===== src/rtl/nrzi_stuff_enc_if.sv =====
// Bit-serial packet stream into the NRZI encoder, plus the line-level outputs to the DP/DM writer.
// The master drives packet bits; the slave is the encoder.
interface nrzi_stuff_enc_if;
    logic       in_bit;
    logic       in_valid;
    logic [1:0] in_type;
    logic       in_last;
    logic       in_ready;
    logic       out_bit;
    logic [1:0] out_ready;
    logic       err;

    modport master (
        output in_bit, in_valid, in_type, in_last,
        input  in_ready, out_bit, out_ready, err
    );

    modport slave (
        input  in_bit, in_valid, in_type, in_last,
        output in_ready, out_bit, out_ready, err
    );
endinterface


===== src/rtl/nrzi_stuff_enc.sv =====
// NRZI line encoder with SYNC generation, bit stuffing and a post-packet tail; all outputs registered.
// Each bit appears 1 cycle after acceptance; in_ready is low in SYNC/STUFF/TAIL, and in_valid low in DATA aborts the packet.
module nrzi_stuff_enc #(
    parameter int RUN_MAX  = 6,
    parameter int TAIL_LEN = 3
) (
    input  logic              clk,
    input  logic              rst_b,
    nrzi_stuff_enc_if.slave   bus
);
    localparam logic [2:0] S_IDLE  = 3'd0;
    localparam logic [2:0] S_SYNC  = 3'd1;
    localparam logic [2:0] S_DATA  = 3'd2;
    localparam logic [2:0] S_STUFF = 3'd3;
    localparam logic [2:0] S_TAIL  = 3'd4;

    localparam int         TW        = (TAIL_LEN < 2) ? 1 : $clog2(TAIL_LEN + 1);
    localparam logic [2:0] RUN_MAX_W = 3'(RUN_MAX);
    localparam logic [TW-1:0] TAIL_LAST = TW'(TAIL_LEN);

    logic [2:0]    state;
    logic          level;
    logic [2:0]    run;
    logic [2:0]    sync_cnt;
    logic [TW-1:0] tail_cnt;
    logic [1:0]    pkt_type;
    logic          pend_last;
    logic          out_bit_q;
    logic [1:0]    out_ready_q;
    logic          in_ready_q;
    logic          err_q;

    logic          sync_lvl;
    logic          data_lvl;
    logic [2:0]    run_inc;

    always_comb begin
        sync_lvl = (sync_cnt == 3'd7) ? level : ~level;
        data_lvl = bus.in_bit ? level : ~level;
        run_inc  = (run >= RUN_MAX_W) ? RUN_MAX_W : run + 3'd1;
    end

    always_ff @(posedge clk) begin
        if (!rst_b) begin
            state       <= S_IDLE;
            level       <= 1'b1;
            run         <= 3'd0;
            sync_cnt    <= 3'd0;
            tail_cnt    <= '0;
            pkt_type    <= 2'b00;
            pend_last   <= 1'b0;
            out_bit_q   <= 1'b1;
            out_ready_q <= 2'b00;
            in_ready_q  <= 1'b0;
            err_q       <= 1'b0;
        end else begin
            err_q <= 1'b0;
            case (state)
                S_IDLE: begin
                    // The start edge already emits the first SYNC bit (a 0 from level 1) to meet 1-cycle latency.
                    if (bus.in_valid && bus.in_type != 2'b00) begin
                        pkt_type    <= bus.in_type;
                        out_ready_q <= bus.in_type;
                        level       <= 1'b0;
                        out_bit_q   <= 1'b0;
                        sync_cnt    <= 3'd1;
                        state       <= S_SYNC;
                    end
                end
                S_SYNC: begin
                    level     <= sync_lvl;
                    out_bit_q <= sync_lvl;
                    sync_cnt  <= sync_cnt + 3'd1;
                    if (sync_cnt == 3'd7) begin
                        run        <= 3'd1;
                        in_ready_q <= 1'b1;
                        state      <= S_DATA;
                    end
                end
                S_DATA: begin
                    if (bus.in_valid) begin
                        level     <= data_lvl;
                        out_bit_q <= data_lvl;
                        run       <= bus.in_bit ? run_inc : 3'd0;
                        if (bus.in_bit && run_inc == RUN_MAX_W) begin
                            pend_last  <= bus.in_last;
                            in_ready_q <= 1'b0;
                            state      <= S_STUFF;
                        end else if (bus.in_last) begin
                            tail_cnt   <= '0;
                            in_ready_q <= 1'b0;
                            state      <= S_TAIL;
                        end
                    end else begin
                        // Underflow: the abort cycle itself counts as the first tail cycle.
                        err_q      <= 1'b1;
                        out_bit_q  <= 1'b1;
                        tail_cnt   <= TW'(1);
                        in_ready_q <= 1'b0;
                        state      <= S_TAIL;
                    end
                end
                S_STUFF: begin
                    level     <= ~level;
                    out_bit_q <= ~level;
                    run       <= 3'd0;
                    if (pend_last) begin
                        tail_cnt <= '0;
                        state    <= S_TAIL;
                    end else begin
                        in_ready_q <= 1'b1;
                        state      <= S_DATA;
                    end
                end
                S_TAIL: begin
                    out_bit_q <= 1'b1;
                    if (tail_cnt == TAIL_LAST) begin
                        out_ready_q <= 2'b00;
                        pkt_type    <= 2'b00;
                        level       <= 1'b1;
                        run         <= 3'd0;
                        pend_last   <= 1'b0;
                        state       <= S_IDLE;
                    end else begin
                        tail_cnt <= tail_cnt + 1'b1;
                    end
                end
                default: begin
                    out_bit_q   <= 1'b1;
                    out_ready_q <= 2'b00;
                    in_ready_q  <= 1'b0;
                    state       <= S_IDLE;
                end
            endcase
        end
    end

    assign bus.out_bit   = out_bit_q;
    assign bus.out_ready = out_ready_q;
    assign bus.in_ready  = in_ready_q;
    assign bus.err       = err_q;
endmodule

===== src/flat_wrapper.sv =====
// flat-port wrapper written by rule: the top's interface ports become plain ports
module nrzi_stuff_enc_flat 
#(
    parameter int RUN_MAX  = 6,
    parameter int TAIL_LEN = 3
)
  (clk, rst_b, bus_in_bit, bus_in_valid, bus_in_type, bus_in_last, bus_in_ready, bus_out_bit, bus_out_ready, bus_err);
  nrzi_stuff_enc_if bus_i ();
  input  logic clk;
  input  logic rst_b;
  input wire logic [$bits(bus_i.in_bit)-1:0] bus_in_bit;
  input wire logic [$bits(bus_i.in_valid)-1:0] bus_in_valid;
  input wire logic [$bits(bus_i.in_type)-1:0] bus_in_type;
  input wire logic [$bits(bus_i.in_last)-1:0] bus_in_last;
  output wire logic [$bits(bus_i.in_ready)-1:0] bus_in_ready;
  output wire logic [$bits(bus_i.out_bit)-1:0] bus_out_bit;
  output wire logic [$bits(bus_i.out_ready)-1:0] bus_out_ready;
  output wire logic [$bits(bus_i.err)-1:0] bus_err;
  assign bus_i.in_bit = bus_in_bit;
  assign bus_i.in_valid = bus_in_valid;
  assign bus_i.in_type = bus_in_type;
  assign bus_i.in_last = bus_in_last;
  assign bus_in_ready = bus_i.in_ready;
  assign bus_out_bit = bus_i.out_bit;
  assign bus_out_ready = bus_i.out_ready;
  assign bus_err = bus_i.err;
  nrzi_stuff_enc #(.RUN_MAX(RUN_MAX), .TAIL_LEN(TAIL_LEN)) u_core (.clk(clk), .rst_b(rst_b), .bus(bus_i));
endmodule

===== config.mk =====
export PLATFORM = sky130hd
export DESIGN_NAME = nrzi_stuff_enc_flat
export DESIGN_NICKNAME = d
export VERILOG_FILES = /design/src/rtl/nrzi_stuff_enc_if.sv /design/src/rtl/nrzi_stuff_enc.sv /design/src/flat_wrapper.sv
export SDC_FILE = /design/constraint.sdc
export NUM_CORES = 1
export LEC_CHECK = 0
export ABC_AREA = 0
export ABC_CLOCK_PERIOD_IN_PS = 5100
export CAP_MARGIN = 20
export CORE_UTILIZATION = 59
export DETAILED_ROUTE_END_ITERATION = 10
export GPL_ROUTABILITY_DRIVEN = 0
export HOLD_SLACK_MARGIN = 0.03
export PLACE_DENSITY = 0.85
export SYNTH_ARGS = -nofsm -noshare
export SYNTH_HDL_FRONTEND = slang
export SYNTH_SLANG_ARGS = --single-unit

===== constraint.sdc =====
create_clock -name clk -period 5.1 [get_ports clk]
set_input_delay 0.765 -clock clk [delete_from_list [all_inputs] [get_ports clk]]
set_output_delay 0.765 -clock clk [all_outputs]
set_load 0.01 [all_outputs]

# Word-level counts from Yosys, hierarchy flattened
# Cells that the tools add are included.
[totals]
regBits = 18
input_bits = 7
output_inout_bits = 5
wordCells = 97
[classes]
addsub = 3
magnitude_cmp = 1
eq_ne = 18
n_mux = 42
n_bitwise = 3
n_reduce_logical = 20
[op_table]
columns = ["operator", "count"]
rows = [
  ["two-way mux 3 bit", 11],
  ["AND reduction 4 bit", 5],
  ["two-way mux 1 bit", 15],
  ["one-hot mux 3 bit (5 select lines)", 1],
  ["two-way mux 2 bit", 7],
  ["one-hot mux 2 bit (3 select lines)", 2],
  ["one-hot mux 3 bit (4 select lines)", 1],
  ["inequality test 2 x 1 -> 1 bit (second input constant)", 5],
  ["equality test 3 bit (second input constant)", 3],
  ["one-hot mux 1 bit (4 select lines)", 2],
  ["adder 3 x 1 -> 3 bit (second input constant)", 2],
  ["equality test 3 x 2 -> 1 bit (second input constant)", 2],
  ["inequality test 2 bit (second input constant)", 3],
  ["inequality test 3 bit (second input constant)", 2],
  ["one-hot mux 3 bit (2 select lines)", 1],
  ["nonzero test 2 bit", 3],
  ["one-hot mux 1 bit (5 select lines)", 1],
  ["AND reduction 5 bit", 1],
  ["nonzero test 5 bit", 1],
  ["inequality test 4 x 3 -> 1 bit (second input constant)", 1],
  ["AND reduction 2 bit", 2],
  ["nonzero test 4 bit", 1],
  ["equality test 3 x 1 -> 1 bit (second input constant)", 1],
  ["greater-or-equal comparator 3 bit (second input constant)", 1],
  ["10 further kinds", 13],
]

# Depth between registers and ports, before layout
[logic_depth]
ltp_word = 7
mapped_depth = 7
depth_no_buf = 7

# Worst setup path before layout
# Ideal clock, no wire load.
[synth_timing]
kind = "input -> register"
startpoint = "input port bus_in_valid"
endpoint = "register u_core.tail_cnt[0]"
setup_ps = 79
arrival_time_ps = 1812
required_time_ps = 5021
setup_slack_ps = 3209
cell_stages = 6
n_path_buf = 1
cell_sequence = "buf_2 -> nand2b_1 -> nor3_1 -> a32o_1 -> or3_1 -> o211ai_1"
[synth_via]
elab_chain_cells = 2
elab_cells_between_ends = 5
cone_classes = "eq/ne: 2; mux: 2; reduce/logical: 1"
[synth_rtl]
columns = ["element", "line_no", "source"]
rows = [
  ["start: declaration", "flat_wrapper.sv:12", "input wire logic [$bits(bus_i.in_valid)-1:0] bus_in_valid;"],
  ["inequality test 3 bit (no line) or two-way mux 2 bit (tied branches)", "-", ""],
  ["AND reduction 5 bit (no line) or one-hot mux 2 bit (3 select lines) (tied branches)", "-", ""],
  ["end signal: assignment", "nrzi_stuff_enc.sv:125", "tail_cnt <= tail_cnt + 1'b1;"],
  ["end: declaration", "nrzi_stuff_enc.sv:25", "logic [TW-1:0] tail_cnt;"],
]
# Parallel ways exist; a longest one is shown, timed or not.
# A chain may end at the register's enable or synchronous reset.

# Worst setup path in the final report
# Ends and elaborated chain as after synthesis.

==> summary.txt <==
Outcome: finished clean
Remaining DRCs: 0
Initial antenna violation count: 0
Total die area: 2150 um2
# setup viols final: 0
Drt pass-1 iters: 4
Worst IR Drop VDD: 199 uV
Area share of the largest cell type after synthesis: 31.0%
Critical path, cell by cell: clkdlybuf4s50_1 -> o21a_1 -> a22oi_1 -> o22a_1 -> or3_1 -> o211ai_1
Vias: 1,110
RR Endpoint: u_core.tail_cnt[0]
First-pass GRT wire length: 4400 um
Final Critical Period: 2.21 ns
Detailed-placement wirelength estimate: 1950 um
Crit path max-delay family: buffers and inverters
Setup crit start kind: input pin
Unrepaired setup endpoints after global routing: false
Clk buf depth: 2
Syn Nets: 158
Initial Utilization: 65.1%
Die width: 46.4 um
Worst Hold Class: reg2reg
Switching power total: 0.0734 mW
Ys Warns: 0
MaxCap Viol Count: 0
IO Port Bufs: 11
Ys flop type: dfxtp_1
Register area share after synthesis: 31.0%
Synthesized area: 1160 um2
Worst setup margin: 2.89 ns
Synth top area cells: dfxtp_1, a21oi_1, nor2_1, o21ai_0, ha_1
CP bufs+invs: 1
Lkg Pwr: 0.468 nW
DR iter-0 viols: 54
Inserted Diodes: 0
Post-DRT Antenna Nets: 0
Critical Path RT: 5.32 ns
Syn Area/Cell: 7.95 um2
Total internal power: 0.207 mW
Congestion Overflow GR: 0
CP endpoint kind: register
Pwr Density: 218 nW/um2
Post-CTS Setup Bufs: 0
Max Transition Viols Final: 0
Pre-CTS setup slack: 2.61 ns
Setup crit start: bus_in_valid
Io pins: 12
Share of power burned in the clock network: 32.4%
Clock slew at reported path FFs: 0.10 ns
Synth async-reset ratio: 0%
CP Max Fanout: 9
Hold buffers post-CTS: 0
Worst setup path endpoint: u_core.tail_cnt[0]
Reg2reg setup slack: 3.12 ns
Worst path depth: 6
Total GRT Usage: 28.7%
Setup TNS: 0 ns
Cell taking the most area after synthesis: dfxtp_1
Seq pwr share: 54.2%
Clock skew: 0.0141 ns
Share of layout cells above drive strength 1: 6.58%
Post-Syn Instances: 146
Core box area: 1780 um2
Fill cells: 148
Clk_lat worst skew: 0.30 ns
H-tree depth: 1
Cts repair resizes: 0
Final hold vios: 0
Yosys reg bits: 18
Die height: 46.4 um
CTS root buffer: clkbuf_4
Combinational power share: 13.4%
CTS tree: yes
Area growth, synth to finish: 11.1%
Vias in the first global route: 963
DRT Wirelength: 2660 um
CP max stage delay: 0.67 ns
Post-synth EDFFs: 0
Critical Path AT: 2.43 ns
Final #Nets: 165
FP Rows: 15
Sw Ratio: 26.1%
Drt via density: 6.27
Critical path class: in2reg
Slowest CP cell: clkdlybuf4s50_1
DR WL/cell: 15.0 um
Pin count of the biggest net entering global routing: 24
Final Cycle Share: 43.3%
Post-synthesis cell type count: 44
FF-to-FF Start: u_core.state[0]
CTS sink count: 18
Rel. slew slack: 54.3%
Worst Tran Pin Value: 0.684 ns
CTS buffer count: 3
Worst-case reg-to-reg path depth: 5
Fmax: 453 MHz
per-layer routing:
| layer | vias up | track usage [%] | part of all wire (%) |
|---|---|---|---|
| met1 | 502 | 42.4 | 48 |
| met3 | 6 | 3.53 | 6.5 |
| met2 | 47 | 43.6 | 44 |
| met4 | 0 | 7.06 | 1.3 |
| li1 | 555 | - | - |
| met5 | - | 0 | 0 |
flip-flops by register name (all words and copies together), names as in the netlist:
| register | cells |
|---|---|
| u_core.bus.out_ready | 2 |
| u_core.sync_cnt | 3 |
| u_core.pend_last | 1 |
| u_core.tail_cnt | 2 |
| u_core.bus.out_bit | 1 |
| u_core.bus.in_ready | 1 |
| u_core.level | 1 |
| u_core.run | 3 |
| u_core.state | 3 |
| u_core.bus.err | 1 |
kinds of logic (layout without fill, tap and decap cells):
kind of cell,Yosys count,in the layout,share of synthesized area [%]
mux,1,1,0.862
simple gates,51,51,22.4
fa+ha+maj,5,5,5.39
flops,18,18,31.0
buf+inv,18,24,7.11
compound gates,53,53,33.2
synthesized netlist by cell type, drive strengths merged, types with 2 or more instances:
cell type and number:
dfxtp 18, nor2 18, a21oi 14, o21ai 13, inv 9, nand2 9, buf 7, ha 5
nand2b 4, nand3 4, a22oi 3, a31oi 3, a32oi 3, nand4 3, a22o 2, and3 2
clkbuf 2, nor2b 2, nor3 2, o21a 2, o221ai 2, or3 2
cell usage in the layout, fill, tap and decap left out, types with 2 or more instances in the layout:
master,n
a31oi_1,2
ha_1,5
clkbuf_4,3
a32oi_1,3
nand3_1,3
a21oi_1,14
a22o_1,2
inv_1,9
nor2b_1,2
a22oi_1,3
nor2_1,18
nand4_1,3
o21ai_0,13
nand2_1,9
nor3_1,2
and3_1,2
or3_1,2
dfxtp_1,18
o221ai_1,2
nand2b_1,3
clkdlybuf4s50_1,11
metrics by stage:
step	cells	area [um2]	hold slack [ns]	total power [mW]	utilization [%]
finish	177	1290	0.479	0.281	72.4
global route	177	1290	0.501	0.291	72.4
CTS	177	1290	0.481	0.282	72.4
detailed placement	173	1250	0.467	0.193	70.3
global placement	173	1250	0.457	0.192	70.3
floorplan	146	1160	0.440	0.179	-
area by class of cell:
type / count / area, um2 / share of cell area (%)
flip-flops and latches: 18 / 360 / 27.9
well taps: 25 / 31.3 / 2.42
clock buffers: 4 / 36.3 / 2.81
inverters: 9 / 33.8 / 2.62
multi-input cells: 110 / 718 / 55.7
repair buffers: 11 / 110 / 8.54
power groups by stage:
| stage | Combinational [mW] | Sequential (mW) | Clock, mW |
|---|---|---|---|
| 3_3_place_gp | 0.0365 | 0.155 | 0 |
| 5_1_grt | 0.0418 | 0.153 | 0.0960 |
| 6_report | 0.0376 | 0.152 | 0.0909 |
| 3_5_place_dp | 0.0374 | 0.156 | 0 |
| 4_1_cts | 0.0375 | 0.152 | 0.0924 |
| 2_1_floorplan | 0.0263 | 0.152 | 0 |
worst min-delay path by stage:
stage | start | end | slack [ns] | cells after the start
2_1_floorplan | u_core.tail_cnt[1] | u_core.tail_cnt[1] | 0.44 | 2
3_3_place_gp | u_core.tail_cnt[1] | u_core.tail_cnt[1] | 0.46 | 2
3_5_place_dp | u_core.tail_cnt[1] | u_core.tail_cnt[1] | 0.47 | 2
4_1_cts | u_core.tail_cnt[1] | u_core.tail_cnt[1] | 0.48 | 2
5_1_grt | u_core.tail_cnt[1] | u_core.tail_cnt[1] | 0.50 | 2
6_report | u_core.tail_cnt[1] | u_core.tail_cnt[1] | 0.48 | 2
tightest hold or removal path, cell delays in order (launching register included):
cell and delay (ns):
dfxtp_1 0.33, nand2_1 0.05, o21ai_0 0.06
(Power assumes the default switching activity.)
